--- config.mk ---
export PLATFORM = sky130hd
export DESIGN_NAME = hazard_stall_ctrl_flat
export DESIGN_NICKNAME = d
export VERILOG_FILES = /design/src/rtl/hazard_stall_ctrl_if.sv /design/src/rtl/hazard_stall_ctrl.sv /design/src/flat_wrapper.sv
export SDC_FILE = /design/constraint.sdc
export NUM_CORES = 1
export LEC_CHECK = 0
export ABC_AREA = 1
export ABC_CLOCK_PERIOD_IN_PS = 4800
export BUFFER_PORTS_ARGS = -buffer_cell sky130_fd_sc_hd__buf_2
export CORE_UTILIZATION = 45
export CTS_CLUSTER_DIAMETER = 40
export DETAILED_ROUTE_END_ITERATION = 16
export GPL_ROUTABILITY_DRIVEN = 0
export PLACE_DENSITY = 0.71
export SYNTH_ARGS = -nofsm -noshare
export SYNTH_HDL_FRONTEND = slang
export SYNTH_SLANG_ARGS = --single-unit
--- constraint.sdc ---
create_clock -name clk -period 4.8 [get_ports clk]
set_input_delay 0.24 -clock clk [delete_from_list [all_inputs] [get_ports clk]]
set_output_delay 0.24 -clock clk [all_outputs]
set_load 0.1 [all_outputs]
--- src/rtl/hazard_stall_ctrl_if.sv ---
// Pipeline-side signal bundle for the hazard/stall controller.
// master = pipeline (drives operand/producer info), slave = controller.
interface hazard_stall_ctrl_if;
   logic [4:0]  rs_d;
   logic [4:0]  rt_d;
   logic [1:0]  tuse_rs_d;
   logic [1:0]  tuse_rt_d;
   logic [4:0]  a3_e;
   logic [1:0]  tnew_e;
   logic [4:0]  a3_m;
   logic [1:0]  tnew_m;
   logic        md_start_e;
   logic        md_div_e;
   logic        md_use_d;
   logic        stall;
   logic        md_busy;
   logic        md_done;
   logic [15:0] stall_cnt;

   modport master (
      output rs_d, rt_d, tuse_rs_d, tuse_rt_d, a3_e, tnew_e, a3_m, tnew_m,
             md_start_e, md_div_e, md_use_d,
      input  stall, md_busy, md_done, stall_cnt
   );

   modport slave (
      input  rs_d, rt_d, tuse_rs_d, tuse_rt_d, a3_e, tnew_e, a3_m, tnew_m,
             md_start_e, md_div_e, md_use_d,
      output stall, md_busy, md_done, stall_cnt
   );
endinterface

--- src/rtl/hazard_stall_ctrl.sv ---
// Pipeline interlock: stalls D when an operand is still pending, sequences the
// HI/LO mult/div busy counter, and counts stalled cycles (saturating).
module hazard_stall_ctrl #(
   parameter int unsigned MULT_LAT = 5,
   parameter int unsigned DIV_LAT  = 10
) (
   input logic            clk,
   input logic            reset_n,
   hazard_stall_ctrl_if.slave hz
);

   if (MULT_LAT < 1 || MULT_LAT > 15) begin : g_bad_mult_lat
      $error("hazard_stall_ctrl: MULT_LAT must lie in 1..15");
   end
   if (DIV_LAT < 1 || DIV_LAT > 15) begin : g_bad_div_lat
      $error("hazard_stall_ctrl: DIV_LAT must lie in 1..15");
   end

   localparam logic [3:0] MULT_CNT = MULT_LAT[3:0];
   localparam logic [3:0] DIV_CNT  = DIV_LAT[3:0];

   typedef enum logic {IDLE, BUSY} md_state_t;

   md_state_t   state, state_nxt;
   logic [3:0]  md_cnt, md_cnt_nxt;
   logic [15:0] stall_cnt_q;
   logic        stall_rs_e, stall_rs_m, stall_rt_e, stall_rt_m, stall_md;
   logic        md_busy;

   // Register index 0 is never interlocked, so a3=0 ("no write") never matches.
   always_comb begin
      stall_rs_e = (hz.rs_d != '0) && (hz.rs_d == hz.a3_e) && (hz.tuse_rs_d < hz.tnew_e);
      stall_rs_m = (hz.rs_d != '0) && (hz.rs_d == hz.a3_m) && (hz.tuse_rs_d < hz.tnew_m);
      stall_rt_e = (hz.rt_d != '0) && (hz.rt_d == hz.a3_e) && (hz.tuse_rt_d < hz.tnew_e);
      stall_rt_m = (hz.rt_d != '0) && (hz.rt_d == hz.a3_m) && (hz.tuse_rt_d < hz.tnew_m);
   end

   assign md_busy  = hz.md_start_e | (md_cnt != '0);
   assign stall_md = hz.md_use_d & md_busy;

   assign hz.stall     = stall_rs_e | stall_rs_m | stall_rt_e | stall_rt_m | stall_md;
   assign hz.md_busy   = md_busy;
   assign hz.md_done   = (md_cnt == 4'd1);
   assign hz.stall_cnt = stall_cnt_q;

   always_ff @(posedge clk or negedge reset_n) begin
      if (!reset_n) begin
         state  <= IDLE;
         md_cnt <= '0;
      end else begin
         state  <= state_nxt;
         md_cnt <= md_cnt_nxt;
      end
   end

   // A start seen while BUSY is ignored: the counter is never reloaded mid-operation.
   always_comb begin
      state_nxt  = state;
      md_cnt_nxt = md_cnt;
      unique case (state)
         IDLE: begin
            if (hz.md_start_e) begin
               md_cnt_nxt = hz.md_div_e ? DIV_CNT : MULT_CNT;
               state_nxt  = BUSY;
            end
         end
         BUSY: begin
            md_cnt_nxt = md_cnt - 4'd1;
            if (md_cnt == 4'd1) begin
               state_nxt = IDLE;
            end
         end
         default: begin
            state_nxt  = IDLE;
            md_cnt_nxt = '0;
         end
      endcase
   end

   always_ff @(posedge clk or negedge reset_n) begin
      if (!reset_n) begin
         stall_cnt_q <= '0;
      end else if (hz.stall && (stall_cnt_q != '1)) begin
         stall_cnt_q <= stall_cnt_q + 16'd1;
      end
   end

endmodule
--- src/flat_wrapper.sv ---
// flat-port wrapper written by rule: the top's interface ports become plain ports
module hazard_stall_ctrl_flat 
#(
   parameter int unsigned MULT_LAT = 5,
   parameter int unsigned DIV_LAT  = 10
)
  (clk, reset_n, hz_rs_d, hz_rt_d, hz_tuse_rs_d, hz_tuse_rt_d, hz_a3_e, hz_tnew_e, hz_a3_m, hz_tnew_m, hz_md_start_e, hz_md_div_e, hz_md_use_d, hz_stall, hz_md_busy, hz_md_done, hz_stall_cnt);
  hazard_stall_ctrl_if hz_i ();
  input logic clk;
  input logic reset_n;
  input wire logic [$bits(hz_i.rs_d)-1:0] hz_rs_d;
  input wire logic [$bits(hz_i.rt_d)-1:0] hz_rt_d;
  input wire logic [$bits(hz_i.tuse_rs_d)-1:0] hz_tuse_rs_d;
  input wire logic [$bits(hz_i.tuse_rt_d)-1:0] hz_tuse_rt_d;
  input wire logic [$bits(hz_i.a3_e)-1:0] hz_a3_e;
  input wire logic [$bits(hz_i.tnew_e)-1:0] hz_tnew_e;
  input wire logic [$bits(hz_i.a3_m)-1:0] hz_a3_m;
  input wire logic [$bits(hz_i.tnew_m)-1:0] hz_tnew_m;
  input wire logic [$bits(hz_i.md_start_e)-1:0] hz_md_start_e;
  input wire logic [$bits(hz_i.md_div_e)-1:0] hz_md_div_e;
  input wire logic [$bits(hz_i.md_use_d)-1:0] hz_md_use_d;
  output wire logic [$bits(hz_i.stall)-1:0] hz_stall;
  output wire logic [$bits(hz_i.md_busy)-1:0] hz_md_busy;
  output wire logic [$bits(hz_i.md_done)-1:0] hz_md_done;
  output wire logic [$bits(hz_i.stall_cnt)-1:0] hz_stall_cnt;
  assign hz_i.rs_d = hz_rs_d;
  assign hz_i.rt_d = hz_rt_d;
  assign hz_i.tuse_rs_d = hz_tuse_rs_d;
  assign hz_i.tuse_rt_d = hz_tuse_rt_d;
  assign hz_i.a3_e = hz_a3_e;
  assign hz_i.tnew_e = hz_tnew_e;
  assign hz_i.a3_m = hz_a3_m;
  assign hz_i.tnew_m = hz_tnew_m;
  assign hz_i.md_start_e = hz_md_start_e;
  assign hz_i.md_div_e = hz_md_div_e;
  assign hz_i.md_use_d = hz_md_use_d;
  assign hz_stall = hz_i.stall;
  assign hz_md_busy = hz_i.md_busy;
  assign hz_md_done = hz_i.md_done;
  assign hz_stall_cnt = hz_i.stall_cnt;
  hazard_stall_ctrl #(.MULT_LAT(MULT_LAT), .DIV_LAT(DIV_LAT)) u_core (.clk(clk), .reset_n(reset_n), .hz(hz_i));
endmodule
Word level (Yosys, flattened, before mapping)
Index checks and enable logic that the tools add are counted.
{"block": "word_totals", "output_inout_bits": 19, "word_cells": 41, "regBits": 21, "in_bits": 33}
{"block": "classes", "n_reduce_logical": 12, "magnitude_cmp": 4, "addsub": 2, "bitwise": 7, "muxes": 6, "eq_ne": 7}
{"operator": "5-bit equality test", "count": 4}
{"operator": "16-bit by 1-bit adder with 16-bit output (second input constant)", "count": 1}
{"operator": "16-bit inequality test (second input constant)", "count": 1}
{"operator": "5-bit nonzero test", "count": 2}
{"operator": "1-bit logical AND", "count": 9}
{"operator": "2-bit < comparator", "count": 4}
{"operator": "4-bit two-way mux", "count": 2}
{"operator": "4-bit case mux with 2 select lines", "count": 1}
{"operator": "1-bit OR", "count": 5}
{"operator": "4-bit by 1-bit equality test with 1-bit output (second input constant)", "count": 1}
{"operator": "4-bit nonzero test", "count": 1}
{"operator": "4-bit by 1-bit subtractor with 4-bit output (second input constant)", "count": 1}
{"operator": "1-bit two-way mux", "count": 2}
{"operator": "2-bit inequality test (second input constant)", "count": 1}
{"operator": "1-bit case mux with 2 select lines", "count": 1}
{"operator": "1-bit AND", "count": 1}
{"operator": "1-bit inverter", "count": 1}

Longest topological paths before layout
Gate-level depths: netlist (run 1).
{"block": "logic_depth", "depth_word": 8, "mapped_depth": 14, "ltp_nobuf": 13}

Worst setup path after synthesis (run 1)
OpenSTA, ideal clock, no wires.
{"block": "synth_path", "path_kind": "flip-flop to flip-flop", "from": "reg u_core.md_cnt[1]", "to": "reg u_core.state", "arrival_time_ns": 2.950, "period_less_slack_ns": 3.202, "setup_time_ns": 0.252, "t_required_ns": 4.548, "n_path_buf": 0, "stages_incl_launch_ff": 5, "setup_slack_ns": 1.598, "path_cell_list": "dfrtp_1 > inv_1 > ha_1 > nor3b_1 > a21oi_1"}
{"block": "synth_between", "elab_chain_cells": 3}
{"item": "start, declared", "line": "hazard_stall_ctrl.sv:25", "text": "logic [3:0] md_cnt, md_cnt_nxt;"}
{"item": "start signal, assigned", "line": "hazard_stall_ctrl.sv:52", "text": "md_cnt <= md_cnt_nxt;"}
{"item": "4-bit by 1-bit equality test with 1-bit output"}
{"item": "net hz_md_done", "line": "flat_wrapper.sv:24", "text": "output wire logic [$bits(hz_i.md_done)-1:0] hz_md_done;"}
{"item": "1-bit two-way mux", "line": "hazard_stall_ctrl.sv:69", "text": "if (md_cnt == 4'd1) begin"}
{"item": "1-bit case mux with 2 select lines", "line": "hazard_stall_ctrl.sv:60", "text": "unique case (state)"}
{"item": "net u_core.state_nxt", "line": "hazard_stall_ctrl.sv:24", "text": "md_state_t state, state_nxt;"}
{"item": "end signal, assigned", "line": "hazard_stall_ctrl.sv:51", "text": "state <= state_nxt;"}
{"item": "end, declared", "line": "hazard_stall_ctrl.sv:24"}
The timed path passes the listed nets, and every way through them passes these cells.
A chain may end at the register's enable or synchronous reset.

Worst setup path after layout (run 1)
{"block": "layout_path", "from": "reg u_core.md_cnt[0]", "to": "out hz_stall"}
{"block": "layout_between", "elab_chain_cells": 4}
{"item": "4-bit nonzero test", "line": "hazard_stall_ctrl.sv:38", "text": "assign md_busy = hz.md_start_e | (md_cnt != '0);"}
{"item": "1-bit OR", "line": "hazard_stall_ctrl.sv:38"}
{"item": "1-bit AND", "line": "hazard_stall_ctrl.sv:39", "text": "assign stall_md = hz.md_use_d & md_busy;"}
{"item": "1-bit OR", "line": "hazard_stall_ctrl.sv:41", "text": "assign hz.stall = stall_rs_e | stall_rs_m | stall_rt_e | stall_rt_m | stall_md;"}
{"item": "end, declared", "line": "flat_wrapper.sv:22", "text": "output wire logic [$bits(hz_i.stall)-1:0] hz_stall;"}
No other way between the ends.

==> impl_metrics.env, run 1 <==
export IMPL_status="completed"
export IMPL_grt_pass1_wl_mm=6.80
export IMPL_final_cell_mix="nand2_1 (92), buf_2 (51), inv_1 (40)"
export IMPL_p_switching_mw=0.419
export IMPL_start_kind="flip-flop"
export IMPL_io_pins=52
export IMPL_antenna_found_initial=0
export IMPL_drt_iter0_markers=102
export IMPL_cts_buffer_depth=2
export IMPL_clk_pin_slew_ns=0.08
export IMPL_p_seq_share_pct=33.4
export IMPL_finalCritPeriodShare_pct=44.9
export IMPL_p_per_area_nw_per_um2=380
export IMPL_synth_top_area_cell="dfrtp_1"
export IMPL_finish_utilization_pct=57.0
export IMPL_finalClockSkew_ns=0.00271
export IMPL_root_buffer="clkbuf_8"
export IMPL_timing_hold_ws_ns=0.288
export IMPL_synth_top_area_share_pct=29.7
export IMPL_regArea_um2=526
export IMPL_max_freq_ghz=0.464
export IMPL_fillerInstances=361
export IMPL_cp_required_ns=4.56
export IMPL_insertedDiodeCount=0
export IMPL_slew_viol_final=0
export IMPL_setup_violations=0
export IMPL_finalSetupTns_ns=0
export IMPL_wl_per_cell_um=10.3
export IMPL_drc=0
export IMPL_port_buffer_count=51
export IMPL_place_ws_ns=2.71
export IMPL_die_w_um=64.7
export IMPL_clk_latency_ns=0.26
export IMPL_internal_power_mw=0.387
export IMPL_synth_nets=311
export IMPL_max_slew_worst_pin_slew_ns=0.489
export IMPL_synth_area_um2=1770
export IMPL_synth_avg_cell_area_um2=6.55
export IMPL_firstDrtPassIters=4
export IMPL_core_area_um2=3720
export IMPL_final_common_cell="nand2_1"
export IMPL_syn_inst=270
export IMPL_routed_wirelength_mm=3.84
export IMPL_first_global_vias=1621
export IMPL_ir_drop_v=0.000138
export IMPL_ys_types=27
export IMPL_crit_type="reg2out"
export IMPL_min_delay_path_class="in2reg"
export IMPL_cts_buffers=3
export IMPL_multi_input_area_um2=1070
export IMPL_cp_max_fo=18
export IMPL_antenna_left=0
export IMPL_htreeDepth=1
export IMPL_syn_to_final_growth_pct=19.7
export IMPL_pwr_share_clk_pct=14.2
export IMPL_synthTopCellsByArea="dfrtp_1 (30%), nand2_1 (20%), nand3_1 (8.8%), inv_1 (8.5%), xor2_1 (5.9%)"
export IMPL_overflow=0
export IMPL_dp_hpwl_mm=3.09
export IMPL_grt_usage_pct=20.3
export IMPL_start_util_pct=47.6
export IMPL_viasPerCell=4.77
export IMPL_rsz0062_at_grt="false"
export IMPL_die_h_um=64.7
export IMPL_finalCriticalPeriod_ns=2.15
export IMPL_max_cap_violations=0
export IMPL_setup_slack_ns=2.65
export IMPL_grt_max_degree=22
export IMPL_rows=22
export IMPL_timing_reg2reg_setup_slack_ns=2.97
export IMPL_leakagePower_nw=1.26
export IMPL_seq_area_frac_synth_pct=29.7
export IMPL_sw_frac_of_total_pct=52.0
export IMPL_slew_headroom_pct=67.6
export IMPL_ys_ff_latch=21
export IMPL_worstPathArrival_ns=1.91
export IMPL_hold_violations=0
export IMPL_comb_power_share_pct=52.4
export IMPL_dieArea_um2=4190
export IMPL_drive_gt1_share_pct=19.2
export IMPL_ys_warn_count=0
export IMPL_cts_sinks=21
export IMPL_tritoncts="built"
export IMPL_end_kind="primary output"
export IMPL_vias=1769
export IMPL_layout_nets=365
==> per-layer routing <==
| layer | up-vias | routed length (um) | global-route usage (%) |
|---|---|---|---|
| met5 | - | 0 | 0 |
| met2 | 58 | 1780 | 34.9 |
| met4 | 0 | 82 | 8.06 |
| met1 | 758 | 1810 | 25.7 |
| met3 | 8 | 161 | 1.94 |
| li1 | 945 | - | - |
==> worst paths after layout <==
path	start	to	cells past startpoint
worst max-delay path	u_core.md_cnt[0]$_DFFE_PN0P_	hz_stall	6
worst min-delay path	hz_md_start_e	u_core.state$_DFF_PN0_	3
worst max register to register	u_core.hz.stall_cnt[0]$_DFFE_PN0P_	u_core.hz.stall_cnt[5]$_DFFE_PN0P_	9
worst min register to register	u_core.md_cnt[0]$_DFFE_PN0P_	u_core.md_cnt[0]$_DFFE_PN0P_	1
max in group asynchronous	reset_n	u_core.hz.stall_cnt[15]$_DFFE_PN0P_	2
min in group asynchronous	reset_n	u_core.md_cnt[2]$_DFFE_PN0P_	2
==> registers in the layout (all words and copies together), names as in the netlist <==
name / count
u_core.state: 1
u_core.md_cnt: 4
u_core.hz.stall_cnt: 16
==> critical path, stage by stage (launching register included) <==
cell and delay [ns]:
dfrtp_1 0.39, inv_1 0.09, ha_1 0.20, nand3b_1 0.11, nand2_1 0.09, nand3_2 0.28
buf_2 0.50
==> area by class of cell <==
class | count | area share, %
Clock buffer | 3 | 1.95
Clock inverter | 1 | 0.236
Inverter | 41 | 7.27
Multi-Input combinational cell | 205 | 50.4
Sequential cell | 21 | 24.8
Tap cell | 48 | 2.84
Timing Repair Buffer | 52 | 12.5
==> kinds of logic after synthesis <==
kind of cell / Yosys count / synth area share, %
compound gates: 19 / 6.22
xor+xnor: 18 / 8.91
fa+ha+maj: 8 / 5.66
buf+inv: 44 / 10.0
flops: 21 / 29.7
simple gates: 160 / 39.5
==> power by group through the flow <==
stage / Combinational (mW) / Sequential (mW) / Clock, mW
global placement: 0.417 / 0.272 / 0
floorplan: 0.197 / 0.414 / 0
CTS: 0.426 / 0.270 / 0.118
global route: 0.468 / 0.279 / 0.123
finish: 0.422 / 0.269 / 0.115
detailed placement: 0.424 / 0.273 / 0
==> repair_timing <==
| action | CTS | global route |
|---|---|---|
| hold endpoints to repair | 21 | 0 |
| gates resized for setup | 0 | 0 |
| hold buffers | 1 | 0 |
| buffers inserted | 0 | 0 |
==> Yosys cell counts <==
cell and count:
nor2_4 1, nand4_4 1, inv_1 40, nand4_1 1, nand3_1 31, nor2_1 24
o21bai_1 2, a21boi_0 4, o21ai_0 7, nand2_1 92, nand2_2 1, buf_2 1
nand3b_1 1, o21ai_1 1, a21oi_1 5, nand2_4 1, nor2_2 1, buf_4 1
ha_1 8, buf_6 1, inv_2 1, nor3b_1 1, dfrtp_1 21, nand3_2 1
xor2_1 12, xnor2_1 6, nor3_1 4
==> stage by stage <==
stage	std cells	power, mW	cell area [um^2]
floorplan	270	0.611	1770
global placement	366	0.690	2060
detailed placement	366	0.697	2060
CTS	371	0.814	2120
global route	371	0.870	2120
finish	371	0.805	2120
No activity file was read; power rests on OpenSTA's default activity.
==> run 2, diff against run 1 <==
Settings changed: ABC_CLOCK_PERIOD_IN_PS 4800 to 1800, PLACE_DENSITY 0.71 to 0.74.
Clock period 4.8 ns to 1.8 ns, I/O delays scaled along.
==> impl_metrics.env, run 2 (synthesis gave the netlist of run 1 again) <==
export IMPL_max_cap_violations=0
export IMPL_dieArea_um2=4190
export IMPL_dp_hpwl_mm=3.38
export IMPL_grt_max_degree=22
export IMPL_crit_type="reg2out"
export IMPL_pwr_share_clk_pct=13.7
export IMPL_p_seq_share_pct=32.7
export IMPL_design_area_um2=2250
export IMPL_cp_max_fo=10
export IMPL_die_h_um=64.7
export IMPL_min_delay_path_class="in2reg"
export IMPL_end_kind="primary output"
export IMPL_finalPower_mw=2.25
export IMPL_worstPathArrival_ns=1.56
export IMPL_core_area_um2=3720
export IMPL_status="completed"
export IMPL_grt_usage_pct=21.9
export IMPL_finalCriticalPeriod_ns=1.65
export IMPL_slew_viol_final=0
export IMPL_htreeDepth=1
export IMPL_final_common_cell="nand2_1"
export IMPL_vias=1880
export IMPL_syn_to_final_growth_pct=27.0
export IMPL_tritoncts="built"
export IMPL_die_w_um=64.7
export IMPL_max_slew_worst_pin_slew_ns=0.491
export IMPL_place_area_um2=2180
export IMPL_sw_frac_of_total_pct=51.7
export IMPL_slew_headroom_pct=67.5
export IMPL_firstDrtPassIters=4
export IMPL_clk_latency_ns=0.26
export IMPL_grt_pass1_wl_mm=7.36
export IMPL_comb_power_share_pct=53.6
export IMPL_crit_chain="inv_2 > ha_1 > nand3b_1 > nand2_1 > nand3_4 > buf_12 > buf_12"
export IMPL_finalClockSkew_ns=0.00594
export IMPL_io_pins=52
export IMPL_leakagePower_nw=1.30
export IMPL_cpMaxStageDelayCell="dfrtp_1"
export IMPL_rows=22
export IMPL_start_util_pct=47.6
export IMPL_largest_reg_flops=16
export IMPL_routed_wirelength_mm=4.21
export IMPL_internal_power_mw=1.09
export IMPL_finalCritPeriodShare_pct=91.8
export IMPL_layout_nets=370
export IMPL_rsz0062_at_grt="false"
export IMPL_cts_buffer_depth=2
export IMPL_wl_per_cell_um=11.2
export IMPL_clk_pin_slew_ns=0.07
export IMPL_cts_buffers=3
export IMPL_worstPathBufferInverterCount=3
export IMPL_hold_violations=0
export IMPL_setup_violations=0
export IMPL_setup_slack_ns=0.147
export IMPL_drc=0
export IMPL_drive_gt1_share_pct=25.0
export IMPL_cts_sinks=21
export IMPL_antenna_found_initial=0
export IMPL_final_cell_mix="nand2_1 (92), buf_2 (50), inv_1 (38)"
export IMPL_cp_common_cell="buf_12"
export IMPL_place_ws_ns=0.153
export IMPL_antenna_left=0
export IMPL_p_switching_mw=1.16
export IMPL_insertedDiodeCount=0
export IMPL_overflow=0
export IMPL_p_per_area_nw_per_um2=1000
export IMPL_root_buffer="clkbuf_8"
export IMPL_cp_required_ns=1.71
export IMPL_start_kind="flip-flop"
export IMPL_max_freq_ghz=0.605
export IMPL_cp_top_family="flip-flops"
export IMPL_port_buffer_count=51
export IMPL_max_stage_delay_ns=0.42
export IMPL_viasPerCell=5.00
export IMPL_drt_iter0_markers=135
export IMPL_first_global_vias=1788
export IMPL_ir_drop_v=0.000467
run 2: final timing paths:
path	startpoint	to	slack (ns)	cells past startpoint
worst max register to register	u_core.hz.stall_cnt[0]$_DFFE_PN0P_	u_core.hz.stall_cnt[9]$_DFFE_PN0P_	0.16	9
worst min register to register	u_core.hz.stall_cnt[1]$_DFFE_PN0P_	u_core.hz.stall_cnt[1]$_DFFE_PN0P_	0.52	2
worst min-delay path	hz_md_start_e	u_core.md_cnt[0]$_DFFE_PN0P_	0.12	3
min in group asynchronous	reset_n	u_core.hz.stall_cnt[4]$_DFFE_PN0P_	0.31	2
max in group asynchronous	reset_n	u_core.hz.stall_cnt[0]$_DFFE_PN0P_	1.14	2
worst max-delay path	u_core.md_cnt[0]$_DFFE_PN0P_	hz_stall	0.15	7
run 2: cell type report:
type / count / area, um^2
fill: 374 / 1470
multi-input combinational: 205 / 1120
sequential: 21 / 531
timing repair buffer: 57 / 334
inverter: 41 / 154
tap: 48 / 60.1
clock buffer: 4 / 45.0
run 2: tightest hold or removal path, cell delays in order:
cell and delay, ns:
buf_2 0.10, o21ai_0 0.07, o21ai_0 0.08
run 2: metal layers:
layer,track usage [%],wire [um],up-vias
met5,0,0,-
met2,38.2,1980,82
met3,1.76,306,11
met1,28.3,1860,832
met4,7.22,57,0
li1,-,-,955
run 2: power groups by stage:
stage	sequential, mW	clock [mW]	combinational (mW)
detailed placement	0.751	0	1.20
global route	0.761	0.335	1.31
global placement	0.739	0	1.19
finish	0.736	0.309	1.21
floorplan	1.12	0	0.570
CTS	0.741	0.318	1.21
run 2: what timing repair did:
item	in CTS	in global routing
resized for setup	0	1
hold buffers	1	0
endpoints found under the hold margin	21	0
setup buffers	0	1
endpoints found under the setup margin	0	2
run 2: metrics by stage:
step	std cells	TNS, ns	utilization [%]	hold WS, ns
after floorplan	270	-8.76	-	-0.206
after global placement	370	0	58.7	0.0700
after detailed placement	370	0	58.7	0.0763
after CTS	375	0	60.2	0.126
after global routing	376	0	60.5	0.142
final	376	0	60.5	0.120
==> run 3, diff against run 2 <==
Settings changed: ABC_AREA 1 to not set, PLACE_DENSITY 0.74 to 0.76.
==> impl_metrics.env, run 3 <==
export IMPL_die_w_um=60.4
export IMPL_internal_power_mw=1.34
export IMPL_timing_reg2reg_setup_slack_ns=-0.31
export IMPL_cp_max_fo=2
export IMPL_synthFlopType="dfrtp_1"
export IMPL_pwr_share_clk_pct=8.9
export IMPL_ir_drop_v=0.00141
export IMPL_cts_sinks=21
export IMPL_synth_avg_cell_area_um2=10.2
export IMPL_overflow=0
export IMPL_comb_power_share_pct=62.1
export IMPL_root_buffer="clkbuf_4"
export IMPL_cp_required_ns=1.71
export IMPL_synth_top_area_cell="dfrtp_1"
export IMPL_tritoncts="built"
export IMPL_synth_top_area_share_pct=34.2
export IMPL_violations="setup timing"
export IMPL_finalSetupTns_ns=-4.28
export IMPL_rsz0062_at_grt="true"
export IMPL_synthTopCellsByArea="dfrtp_1 (34%), xnor2_1 (15%), ha_1 (6.5%), nand3_2 (5.9%), xor2_1 (4.6%)"
export IMPL_synthTopCellsByCount="xnor2_1 (27), dfrtp_1 (21), nand3_2 (9), nand4_1 (9)"
export IMPL_antenna_found_initial=0
export IMPL_vias=1494
export IMPL_grt_usage_pct=26.0
export IMPL_slew_viol_final=0
export IMPL_insertedDiodeCount=0
export IMPL_clk_latency_ns=0.32
export IMPL_slew_headroom_pct=67.3
export IMPL_clk_pin_slew_ns=0.12
export IMPL_start_kind="flip-flop"
export IMPL_port_buffer_count=51
export IMPL_ys_async_sr_fraction_pct=100
export IMPL_synth_area_um2=1540
export IMPL_max_freq_ghz=0.465
export IMPL_syn_inst=151
export IMPL_setup_violations=18
export IMPL_max_cap_violations=0
export IMPL_setup_slack_ns=-0.352
export IMPL_io_pins=52
export IMPL_routed_wirelength_mm=4.27
export IMPL_crit_chain="inv_2 > ha_4 > or4b_4 > a211o_4 > buf_12 > buf_12"
export IMPL_grt_max_degree=22
export IMPL_cts_buffers=3
export IMPL_p_per_area_nw_per_um2=1190
export IMPL_p_switching_mw=1.37
export IMPL_layout_nets=274
export IMPL_first_global_vias=1495
export IMPL_antenna_left=0
export IMPL_cts_buffer_depth=2
export IMPL_die_h_um=60.4
export IMPL_grt_pass1_wl_mm=6.85
export IMPL_drc=0
export IMPL_ys_warn_count=0
export IMPL_synth_edf_count=0
export IMPL_start_util_pct=48.7
export IMPL_hold_violations=0
export IMPL_largest_reg_flops=16
export IMPL_dp_hpwl_mm=3.24
export IMPL_finalClockSkew_ns=0.00222
export IMPL_max_stage_delay_ns=0.46
export IMPL_drive_gt1_share_pct=53.4
export IMPL_viasPerCell=5.41
export IMPL_place_area_um2=2070
export IMPL_min_delay_path_class="in2reg"
export IMPL_firstDrtPassIters=4
export IMPL_synth_nets=192
export IMPL_regArea_um2=557
export IMPL_syn_to_final_growth_pct=47.9
export IMPL_design_area_um2=2270
export IMPL_worstPathArrival_ns=2.06
export IMPL_seq_area_frac_synth_pct=34.2
export IMPL_final_common_cell="buf_2"
export IMPL_leakagePower_nw=1.04
export IMPL_finalCriticalPeriod_ns=2.15
export IMPL_core_area_um2=3150
export IMPL_final_cell_mix="buf_2 (48), xnor2_1 (24), buf_4 (24)"
export IMPL_ys_types=30
export IMPL_cp_common_cell="buf_12"
export IMPL_end_kind="primary output"
export IMPL_finalPower_mw=2.71
export IMPL_wl_per_cell_um=15.5
export IMPL_multi_input_area_um2=1040
export IMPL_status="finished with violations"
export IMPL_post_synth_top_count_cell="xnor2_1"
export IMPL_fillerInstances=252
export IMPL_finalCritPeriodShare_pct=120
export IMPL_p_seq_share_pct=29.1
export IMPL_htreeDepth=1
export IMPL_drt_iter0_markers=53
export IMPL_sw_frac_of_total_pct=50.6
export IMPL_finish_utilization_pct=72.0
export IMPL_cpMaxStageDelayCell="or4b_4"
export IMPL_max_slew_worst_pin_slew_ns=0.490
export IMPL_place_ws_ns=-0.199
export IMPL_dieArea_um2=3650
export IMPL_ys_ff_latch=21
export IMPL_crit_type="reg2out"
export IMPL_rows=20
[run 3: final timing paths]
kind                                                        to                                 from  cells after the start
min reg2reg                u_core.hz.stall_cnt[12]$_DFFE_PN0P_  u_core.hz.stall_cnt[12]$_DFFE_PN0P_                      1
max                                                   hz_stall         u_core.md_cnt[1]$_DFFE_PN0P_                      6
min                                     u_core.state$_DFF_PN0_                        hz_md_start_e                      3
min in group asynchronous         u_core.md_cnt[2]$_DFFE_PN0P_                              reset_n                      2
max reg2reg                u_core.hz.stall_cnt[14]$_DFFE_PN0P_         u_core.md_cnt[1]$_DFFE_PN0P_                      7
max in group asynchronous   u_core.hz.stall_cnt[6]$_DFFE_PN0P_                              reset_n                      2
[run 3: critical path: cells and delay by family (launching register included)]
family                     cells  cell delay [ns]
DFF                            1             0.42
buffers and inverters          3             0.37
adders and majority gates      1             0.12
and+or+nand+nor                1             0.46
AOI/OAI and AO/OA              1             0.36
[run 3: per-stage QoR]
step / hold slack (ns) / cells
after floorplan: -0.206 / 151
after global placement: 0.0683 / 262
after detailed placement: 0.0787 / 262
after CTS: 0.110 / 272
after global routing: 0.113 / 276
final: 0.117 / 276
[run 3: repair_timing]
| action | in CTS | in global routing |
|---|---|---|
| pin swaps | 4 | 5 |
| buffers inserted | 5 | 4 |
| gates resized for setup | 13 | 8 |
| endpoints found under the hold margin | 21 | 0 |
| hold buffers | 1 | 0 |
| endpoints found under the setup margin | 18 | 18 |
[run 3: power by group through the flow]
stage | combinational [mW] | sequential (mW) | clock, mW
final | 1.68 | 0.787 | 0.241
after global placement | 1.47 | 0.764 | 0
after detailed placement | 1.50 | 0.784 | 0
after global routing | 1.77 | 0.805 | 0.273
after floorplan | 0.510 | 1.33 | 0
after CTS | 1.61 | 0.780 | 0.248
[run 3: logic make-up after synthesis]
family / share of synthesized area (%)
XOR/XNOR: 20.0
AND/OR/NAND/NOR: 24.6
adder cells (fa/ha/maj): 6.52
multiplexers: 2.61
buffers and inverters: 3.67
AO/OA/AOI/OAI: 8.39
flip-flops: 34.2
[run 3: cell type report]
class	instances	area share (%)
inverter	8	1.32
multi-input combinational	119	45.8
clock buffer	3	0.992
timing repair buffer	80	24.7
tap	44	2.42
clock inverter	1	0.220
sequential	21	24.5
[run 3: layer usage]
metal	vias up	routed length, um	track usage, %
li1	701	-	-
met1	712	1720	28.3
met2	66	2200	47.1
met3	15	203	4.26
met4	0	148	15.6
met5	-	0	0
